## src/rtl/window_filter_stream.sv

```systemverilog
// Streaming 3x3 window filter (bypass / gaussian / sharpen / max) with two line buffers.
// Optional WINDOW_FILTER_SAT_CNT_EN adds sat_cnt, a count of clamped sharpen beats taken downstream.
module window_filter_stream #(
  parameter int PW    = 8,
  parameter int IMG_W = 64,
  parameter int IMG_H = 64
) (
  input  logic          clk,
  input  logic          rst_n,
  input  logic          in_valid,
  output logic          in_ready,
  input  logic [PW-1:0] in_pixel,
  input  logic [1:0]    mode,
  output logic          out_valid,
  input  logic          out_ready,
  output logic [PW-1:0] out_pixel,
  output logic          out_eof,
`ifdef WINDOW_FILTER_SAT_CNT_EN
  output logic [15:0]   sat_cnt,
`endif
  output logic          frame_busy
);
  localparam int CW = $clog2(IMG_W);
  localparam int RW = $clog2(IMG_H);
  localparam int XW = PW + 4;

  logic          adv, accept, first, take;
  logic [CW-1:0] col;
  logic [RW-1:0] row;
  logic [1:0]    mode_q, win_mode;
  logic          win_eof, s1_eof;
  logic [2:0]    vld_pipe;
  logic [PW-1:0] s1_pix;
  logic [2:0][2:0][PW-1:0] win;  // win[r][c], r=0 is oldest row (r-2)
  logic [PW-1:0] lb1 [IMG_W];
  logic [PW-1:0] lb2 [IMG_W];

  assign adv       = !out_valid || out_ready;
  assign in_ready  = adv && rst_n;
  assign accept    = in_valid && in_ready;
  assign first     = (row == '0) && (col == '0);
  assign take      = out_valid && out_ready;
  assign out_valid = vld_pipe[2];

  // Kernel datapath on the current window
  logic [PW-1:0] c, n, s, e, w, mx, k_pix;
  logic [XW-1:0] g_sum, orth, sh_u;
  logic          k_sat;

  always_comb begin
    c = win[1][1]; n = win[0][1]; s = win[2][1]; w = win[1][0]; e = win[1][2];
    orth  = XW'(n) + XW'(s) + XW'(e) + XW'(w);
    g_sum = XW'(win[0][0]) + XW'(win[0][2]) + XW'(win[2][0]) + XW'(win[2][2])
          + (orth << 1) + (XW'(c) << 2) + XW'(8);
    // 5c fits below 2^(PW+3), so the MSB is a valid sign bit
    sh_u  = (XW'(c) << 2) + XW'(c) - orth;
    mx = win[0][0];
    for (int r = 0; r < 3; r++)
      for (int q = 0; q < 3; q++)
        if (win[r][q] > mx) mx = win[r][q];
    k_sat = 1'b0;
    case (win_mode)
      2'b01: k_pix = PW'(g_sum >> 4);
      2'b10: begin
        if (sh_u[XW-1]) begin
          k_pix = '0; k_sat = 1'b1;
        end else if (|sh_u[XW-2:PW]) begin
          k_pix = '1; k_sat = 1'b1;
        end else begin
          k_pix = sh_u[PW-1:0];
        end
      end
      2'b11:   k_pix = mx;
      default: k_pix = c;
    endcase
  end

  always_ff @(posedge clk) begin
    if (accept) begin
      lb1[col] <= in_pixel;
      lb2[col] <= lb1[col];
    end
  end

`ifdef WINDOW_FILTER_SAT_CNT_EN
  logic s1_sat, out_sat;
  always_ff @(posedge clk) begin
    if (!rst_n) begin
      s1_sat  <= 1'b0;
      out_sat <= 1'b0;
      sat_cnt <= '0;
    end else begin
      if (adv) begin
        s1_sat  <= k_sat && vld_pipe[0];
        out_sat <= s1_sat;
      end
      if (accept && first)
        sat_cnt <= '0;
      else if (take && out_sat && sat_cnt != 16'hFFFF)
        sat_cnt <= sat_cnt + 16'd1;
    end
  end
`else
  logic unused_sat;
  assign unused_sat = k_sat;
`endif

  always_ff @(posedge clk) begin
    if (!rst_n) begin
      col        <= '0;
      row        <= '0;
      mode_q     <= '0;
      win_mode   <= '0;
      win_eof    <= 1'b0;
      win        <= '0;
      vld_pipe   <= '0;
      s1_pix     <= '0;
      s1_eof     <= 1'b0;
      out_pixel  <= '0;
      out_eof    <= 1'b0;
      frame_busy <= 1'b0;
    end else begin
      if (accept) begin
        if (col == CW'(IMG_W-1)) begin
          col <= '0;
          row <= (row == RW'(IMG_H-1)) ? '0 : row + RW'(1);
        end else begin
          col <= col + CW'(1);
        end
        if (first) mode_q <= mode;
        win_mode <= first ? mode : mode_q;
        win_eof  <= (row == RW'(IMG_H-1)) && (col == CW'(IMG_W-1));
        for (int r = 0; r < 3; r++) begin
          win[r][0] <= win[r][1];
          win[r][1] <= win[r][2];
        end
        win[0][2] <= lb2[col];
        win[1][2] <= lb1[col];
        win[2][2] <= in_pixel;
      end
      if (adv) begin
        vld_pipe[0] <= accept && (row >= RW'(2)) && (col >= CW'(2));
        vld_pipe[1] <= vld_pipe[0];
        vld_pipe[2] <= vld_pipe[1];
        s1_pix      <= k_pix;
        s1_eof      <= win_eof && vld_pipe[0];
        out_pixel   <= s1_pix;
        out_eof     <= s1_eof && vld_pipe[1];
      end
      // A new frame starting wins over the previous frame's eof beat
      if (accept && first)
        frame_busy <= 1'b1;
      else if (take && out_eof)
        frame_busy <= 1'b0;
    end
  end
endmodule

```

## config.mk

```make
export PLATFORM = sky130hd
export DESIGN_NAME = window_filter_stream
export DESIGN_NICKNAME = d
export VERILOG_FILES = /design/src/rtl/window_filter_stream.sv
export SDC_FILE = /design/constraint.sdc
export NUM_CORES = 1
export LEC_CHECK = 0
export CORE_MARGIN = 2
export CORE_UTILIZATION = 55
export CTS_BUF_LIST = sky130_fd_sc_hd__clkbuf_8
export DETAILED_ROUTE_END_ITERATION = 16
export PLACE_DENSITY_LB_ADDON = 0.1
export SETUP_SLACK_MARGIN = 0.05
export SYNTH_ARGS = -nofsm -noshare
export SYNTH_HDL_FRONTEND = slang
export SYNTH_SLANG_ARGS = --single-unit
```

## constraint.sdc

```tcl
create_clock -name clk -period 20.1 [get_ports clk]
set_input_delay 4.02 -clock clk [delete_from_list [all_inputs] [get_ports clk]]
set_output_delay 4.02 -clock clk [all_outputs]
set_load 0.02 [all_outputs]
```

# --- Yosys cells after proc, flatten, opt, wreduce, memory -nomap -nowiden ---
# Memories as Yosys holds them, arrays and structs flattened. A register that Yosys moved wholly into a read port is not among the register bits.
# Index checks and enable logic that the tools add are counted.
classes:
  n_reduce_logical: 20
  muxes: 20
  add_sub_neg: 13
  eq_ne: 5
  order_cmp: 10
ops:
  columns: ["operator", "count"]
  rows:
  - ["two-way mux 8 bit", 10]
  - ["> comparator 8 bit", 8]
  - ["adder 10 x 8 -> 11 bit", 3]
  - ["two-way mux 6 bit", 4]
  - ["case mux 8 bit (3 select lines)", 1]
  - ["adder 9 x 8 -> 10 bit", 2]
  - ["adder 8 x 8 -> 9 bit", 2]
  - ["adder 11 x 12 -> 12 bit", 1]
  - ["adder 12 x 10 -> 12 bit", 1]
  - ["adder 12 x 4 -> 12 bit, second input constant", 1]
  - ["adder 6 x 1 -> 6 bit, second input constant", 2]
  - ["equality test 6 bit, second input constant", 2]
  - ["greater-or-equal comparator 6 x 2 -> 1 bit, second input constant", 2]
  - ["zero test 6 bit", 2]
  - ["subtractor 11 x 11 -> 12 bit", 1]
  - ["logical AND 1 bit", 11]
  - ["equality test 2 bit, second input constant", 2]
  - ["two-way mux 1 bit", 4]
  - ["AND reduction 2 bit", 2]
  - ["OR reduction 3 bit", 1]
  - ["equality test 2 x 1 -> 1 bit, second input constant", 1]
  - ["zero test 1 bit", 2]
  - ["two-way mux 2 bit", 1]
  - ["nonzero test 2 bit", 1]
  - ["logical OR 1 bit", 1]
totals:
  ramBits: 1024
  inputBits: 14
  memories: 2
  register_bits: 101
mem_list:
  columns: ["name", "words", "word_bits", "read_ports", "rd_ports_with_merged_regs", "write_ports", "line", "text"]
  rows:
  - ["lb1", 64, 8, 1, 1, 1, "35", "logic [PW-1:0] lb1 [IMG_W];"]
  - ["lb2", 64, 8, 1, 1, 1, "36", "logic [PW-1:0] lb2 [IMG_W];"]

# --- Depth between registers and ports, before layout ---
# Gate-level depths: netlist of the first run.
logic_depth:
  word_depth: 17
  depth_mapped: 83

# --- Worst setup path before layout of the first run ---
# Ideal clock, no wire load.
synth_timing:
  path_kind: "reg-to-reg"
  start: "register win[6] in the netlist's numbering"
  end: "register s1_pix[0]"
  arrival_time_ps: 14798
  slack_ps: 5176
  period_less_slack_ps: 14924
  setup_time_ps: 126
  path_stages_with_launch: 78
  cell_sequence: "dfxtp_1 inv_1 ha_1 and3_1 a221o_1 o22ai_2 mux2_2 inv_1 ha_1 a21o_1 a21o_1 a21o_1 a311oi_2 a22oi_1 a22oi_1 mux2_2 ha_1 nor2_1 (+42 left out) mux2_1 a21boi_1 ha_1 nor2b_1 o21a_1 o21ai_0 nand2b_1 a21oi_1 nor2_1 a211oi_1 a21oi_1 and2_0 clkbuf_1 a22oi_1 nor2b_1 o311a_1 a41oi_1 o31ai_1"
synth_between:
  elab_chain_cells: 17
synth_rtl:
  columns: ["element", "line", "text"]
  rows:
  - ["start, declared", "34", "logic [2:0][2:0][PW-1:0] win;"]
  - ["start signal, assigned by index", "134", "win[r][0] <= win[r][1];"]
  - ["start signal, assigned by index", "135", "win[r][1] <= win[r][2];"]
  - ["> comparator 8 bit", "60", "if (win[r][q] > mx) mx = win[r][q];"]
  - ["two-way mux 8 bit (*)", "60", null]
  - ["> comparator 8 bit", "60", null]
  - ["two-way mux 8 bit (*)", "60", null]
  - ["> comparator 8 bit", "60", null]
  - ["two-way mux 8 bit (*)", "60", null]
  - ["> comparator 8 bit", "60", null]
  - ["two-way mux 8 bit (*)", "60", null]
  - ["> comparator 8 bit", "60", null]
  - ["two-way mux 8 bit (*)", "60", null]
  - ["> comparator 8 bit", "60", null]
  - ["two-way mux 8 bit (*)", "60", null]
  - ["> comparator 8 bit", "60", null]
  - ["two-way mux 8 bit (*)", "60", null]
  - ["> comparator 8 bit", "60", null]
  - ["two-way mux 8 bit (*)", "60", null]
  - ["case mux 8 bit (3 select lines) (*)", "62", "case (win_mode)"]
  - ["end signal, assigned", "145", "s1_pix <= k_pix;"]
  - ["end, declared", "33", "logic [PW-1:0] s1_pix;"]
# Every way passes the cells marked *; elsewhere a longest branch is shown, timed or not.
# A chain may end at the register's enable or synchronous reset.

# --- Final worst setup path of the first run ---
# Same ends and word-level chain as after synthesis.

==> reports/results.ini, run 1 <==
[run_status]
outcome=finished, final reports clean

[synth]
synth.distinct_cells=86
syn_inst=2871
ys.flop_type=edfxtp_1
synth_area_per_cell_sq_um=16.6
netlist_area_sq_um=47500
syn-num-nets=3042
yosysWarnings=0
async_flop_share=0
synth_edf_count=1024
yosysSeqAreaShare=0.695
synth-seq-cells=1139

[cts]
clock_latency_ns=0.86
cts.sinks=1139
cts.hold.buffers_added=0
cts_inserted_buffers=180
cts_root_buf=clkbuf_8
cts_resized=0
clkTransAtPathRegs_ns=0.06
htreeDepth=4
tritoncts=done
clk_path_buf_depth=3
cts_setup_buffers=0

[timing]
timing.final.crit_period_ns=17.27
clock.fmax_mhz=57.9
slew_viol_final=0
setup_viol=0
setup_tns_ns=0
holdWs_ns=0.458
hold_violations=0
worst_pin_slew_ns=1.24
rsz0062_at_grt=no
period_share=0.859
finalClockSkew_ns=0.0454
relSlewSlack=0.175

[final_layout]
layout_common_cells=edfxtp_1 (1024), clkbuf_8 (192), inv_1 (180)
drive_gt1_frac=0.182
final_common_cell=edfxtp_1
fillers=6379
design_area_sq_um=52800
syn2layout_area_growth_pct=11.1
fin_nets=3204

[grt]
gr-total-overflow=0
grt_pass1_vias=27800
grt_max_degree=66
antenna_found_initial=0
grt.total_usage=0.284
grt_pass1_wl_microns=184000

[job]
max_cap_violations=0

[drt]
routed-via-count=27600
wl_per_cell_microns=28.7
firstDrtPassIters=5
drt.antenna.violating_nets=0
vias_per_cell=6.39
drtIter0Drc=2940
drc=0
routed_wirelength_microns=124000

[setup_path]
worstPathArrival_ns=17.97
cp_num_buf_inv=5
r2r_setup_slack_ns=2.83
critPathKind=reg -> reg
cp.required_ns=20.81
crit_fanout=14
cpLargestDelayFamily=compound AO/OA/AOI/OAI gates
worstSetupStartpointType=register
endpoint_kind=register
cp_common_cell=ha_1
critPathMaxStageDelay_ns=0.65
crit_path_top_delay_cell=nor4_4

[placed_design]
dp_hpwl_microns=76000
gp_congestion=0.908
io_buffers=25
dpl-instance-area_sq_um=49400

[floorplanning]
start_util=0.557
die_area_sq_um=88800
core_region_area_sq_um=85400
rows=107
pin_count=26
die_y_microns=298
die_x_microns=298

[power]
p_per_area_nw_per_um2=106
p_leak_nw=17.4
vdd_ir_drop_max_mv=0.128

[hold_path]
min-delay-path-class=reg -> reg

-- worst register-to-register path, delay by kind of cell, from the launching register on --
family | cells | cell delay, ns
AO/OA/AOI/OAI | 39 | 8.44
AND/OR/NAND/NOR | 19 | 3.85
adder cells (fa/ha/maj) | 8 | 2.15
multiplexers | 5 | 1.78
buffers and inverters | 5 | 0.50
flip-flops | 1 | 0.38
-- final timing paths --
path,start,endpoint,depth (start not counted)
setup reg to reg,win[6]$_SDFFE_PN0P_,s1_pix[0]$_SDFFE_PN0N_,76
setup / recovery,win[6]$_SDFFE_PN0P_,s1_pix[0]$_SDFFE_PN0N_,76
hold / removal,out_pixel[0]$_SDFFE_PN0N_,out_pixel[0]$_SDFFE_PN0N_,2
hold reg to reg,out_pixel[0]$_SDFFE_PN0N_,out_pixel[0]$_SDFFE_PN0N_,2
-- cell usage after synthesis (all sizes together) (3+ instances only) --
cell / n / area share
edfxtp: 1024 / 0.65
a22oi: 172 / 0.027
mux4: 168 / 0.080
nand2: 144 / 0.011
nor2: 125 / 0.0099
inv: 119 / 0.0094
clkbuf: 116 / 0.0092
dfxtp: 115 / 0.048
ha: 103 / 0.027
o21ai: 77 / 0.0081
a21oi: 73 / 0.0080
a31oi: 58 / 0.0076
fa: 54 / 0.023
nand3: 50 / 0.0053
a221oi: 49 / 0.0094
a22o: 48 / 0.0089
buf: 35 / 0.0031
o31ai: 29 / 0.0049
a41oi: 23 / 0.0042
mux2i: 22 / 0.0046
nor4: 19 / 0.0028
nor3: 18 / 0.0022
xnor2: 18 / 0.0033
a21o: 15 / 0.0024
mux2: 15 / 0.0036
xor2: 14 / 0.0026
o21bai: 13 / 0.0021
nand4: 11 / 0.0014
a31o: 10 / 0.0018
o211ai: 10 / 0.0017
o21a: 10 / 0.0016
nand2b: 9 / 0.0012
nor2b: 9 / 0.0012
or2: 9 / 0.0013
and3: 8 / 0.0011
o22ai: 8 / 0.0012
o2bb2ai: 8 / 0.0015
and2: 7 / 0.00097
or3: 7 / 0.0010
a211oi: 6 / 0.00095
o221ai: 5 / 0.0011
a21boi: 4 / 0.00063
and4: 3 / 0.00055
o221a: 3 / 0.00071
o31a: 3 / 0.00055
-- state kept, by name, indices dropped and copies added (netlist names), 2 cells and up, named ones only --
name / count
w: 8
win: 32
e: 8
c: 8
s1_pix: 8
n: 8
col: 6
lb1: 512
out_pixel: 8
vld_pipe: 3
row: 6
win_mode: 2
s: 8
lb2: 512
-- power breakdown --
part	internal (W)	switching (W)	total, W
clock network	0.000937	0.000900	0.00184
registers	0.00262	0.0000323	0.00266
logic	0.000420	0.000708	0.00113
-- area by class of cell --
cell class                 count  area (sq um)  area share
sequential                  1139         33100       0.626
multi-input combinational   1461         13500       0.255
clock buffer                 192          2640      0.0500
tap                         1144          1430      0.0271
timing repair buffer         131          1000      0.0190
clock inverter               135           721      0.0136
inverter                     120           450     0.00853
antenna                        2          5.00   0.0000948
-- logic make-up after synthesis --
kind of cell | count (synthesis) | synth area share
AO/OA/AOI/OAI | 642 | 0.0982
buffers and inverters | 271 | 0.0217
multiplexers | 205 | 0.0878
XOR/XNOR | 32 | 0.00590
AND/OR/NAND/NOR | 424 | 0.0411
flip-flops | 1139 | 0.695
adder cells (fa/ha/maj) | 158 | 0.0501
-- metal layers --
layer	part of all wire	GRT usage	routed length (microns)	vias up
met3	0.077	0.0457	9580	229
met1	0.41	0.396	50400	14300
li1	-	-	-	11900
met5	0	0	0	-
met2	0.48	0.457	60100	1239
met4	0.032	0.101	4000	0
-- through the flow --
stage               power [W]   util  setup WS [ns]  instances
finish                0.00562  0.618           2.83       4324
global route          0.00587  0.618           1.39       4322
CTS                   0.00565  0.618           3.00       4322
global placement      0.00382  0.579           3.44       3995
floorplan             0.00351      -           5.18       2871
detailed placement    0.00383  0.579           3.05       3995
Note: power is estimated with default switching activity, not from simulation.
==> run 2: changes to the inputs <==
ABC_CLOCK_PERIOD_IN_PS = 20100   (was not set)
==> results of run 2 <==
The final DEF is identical to that of run 1; final timing and power are the same.
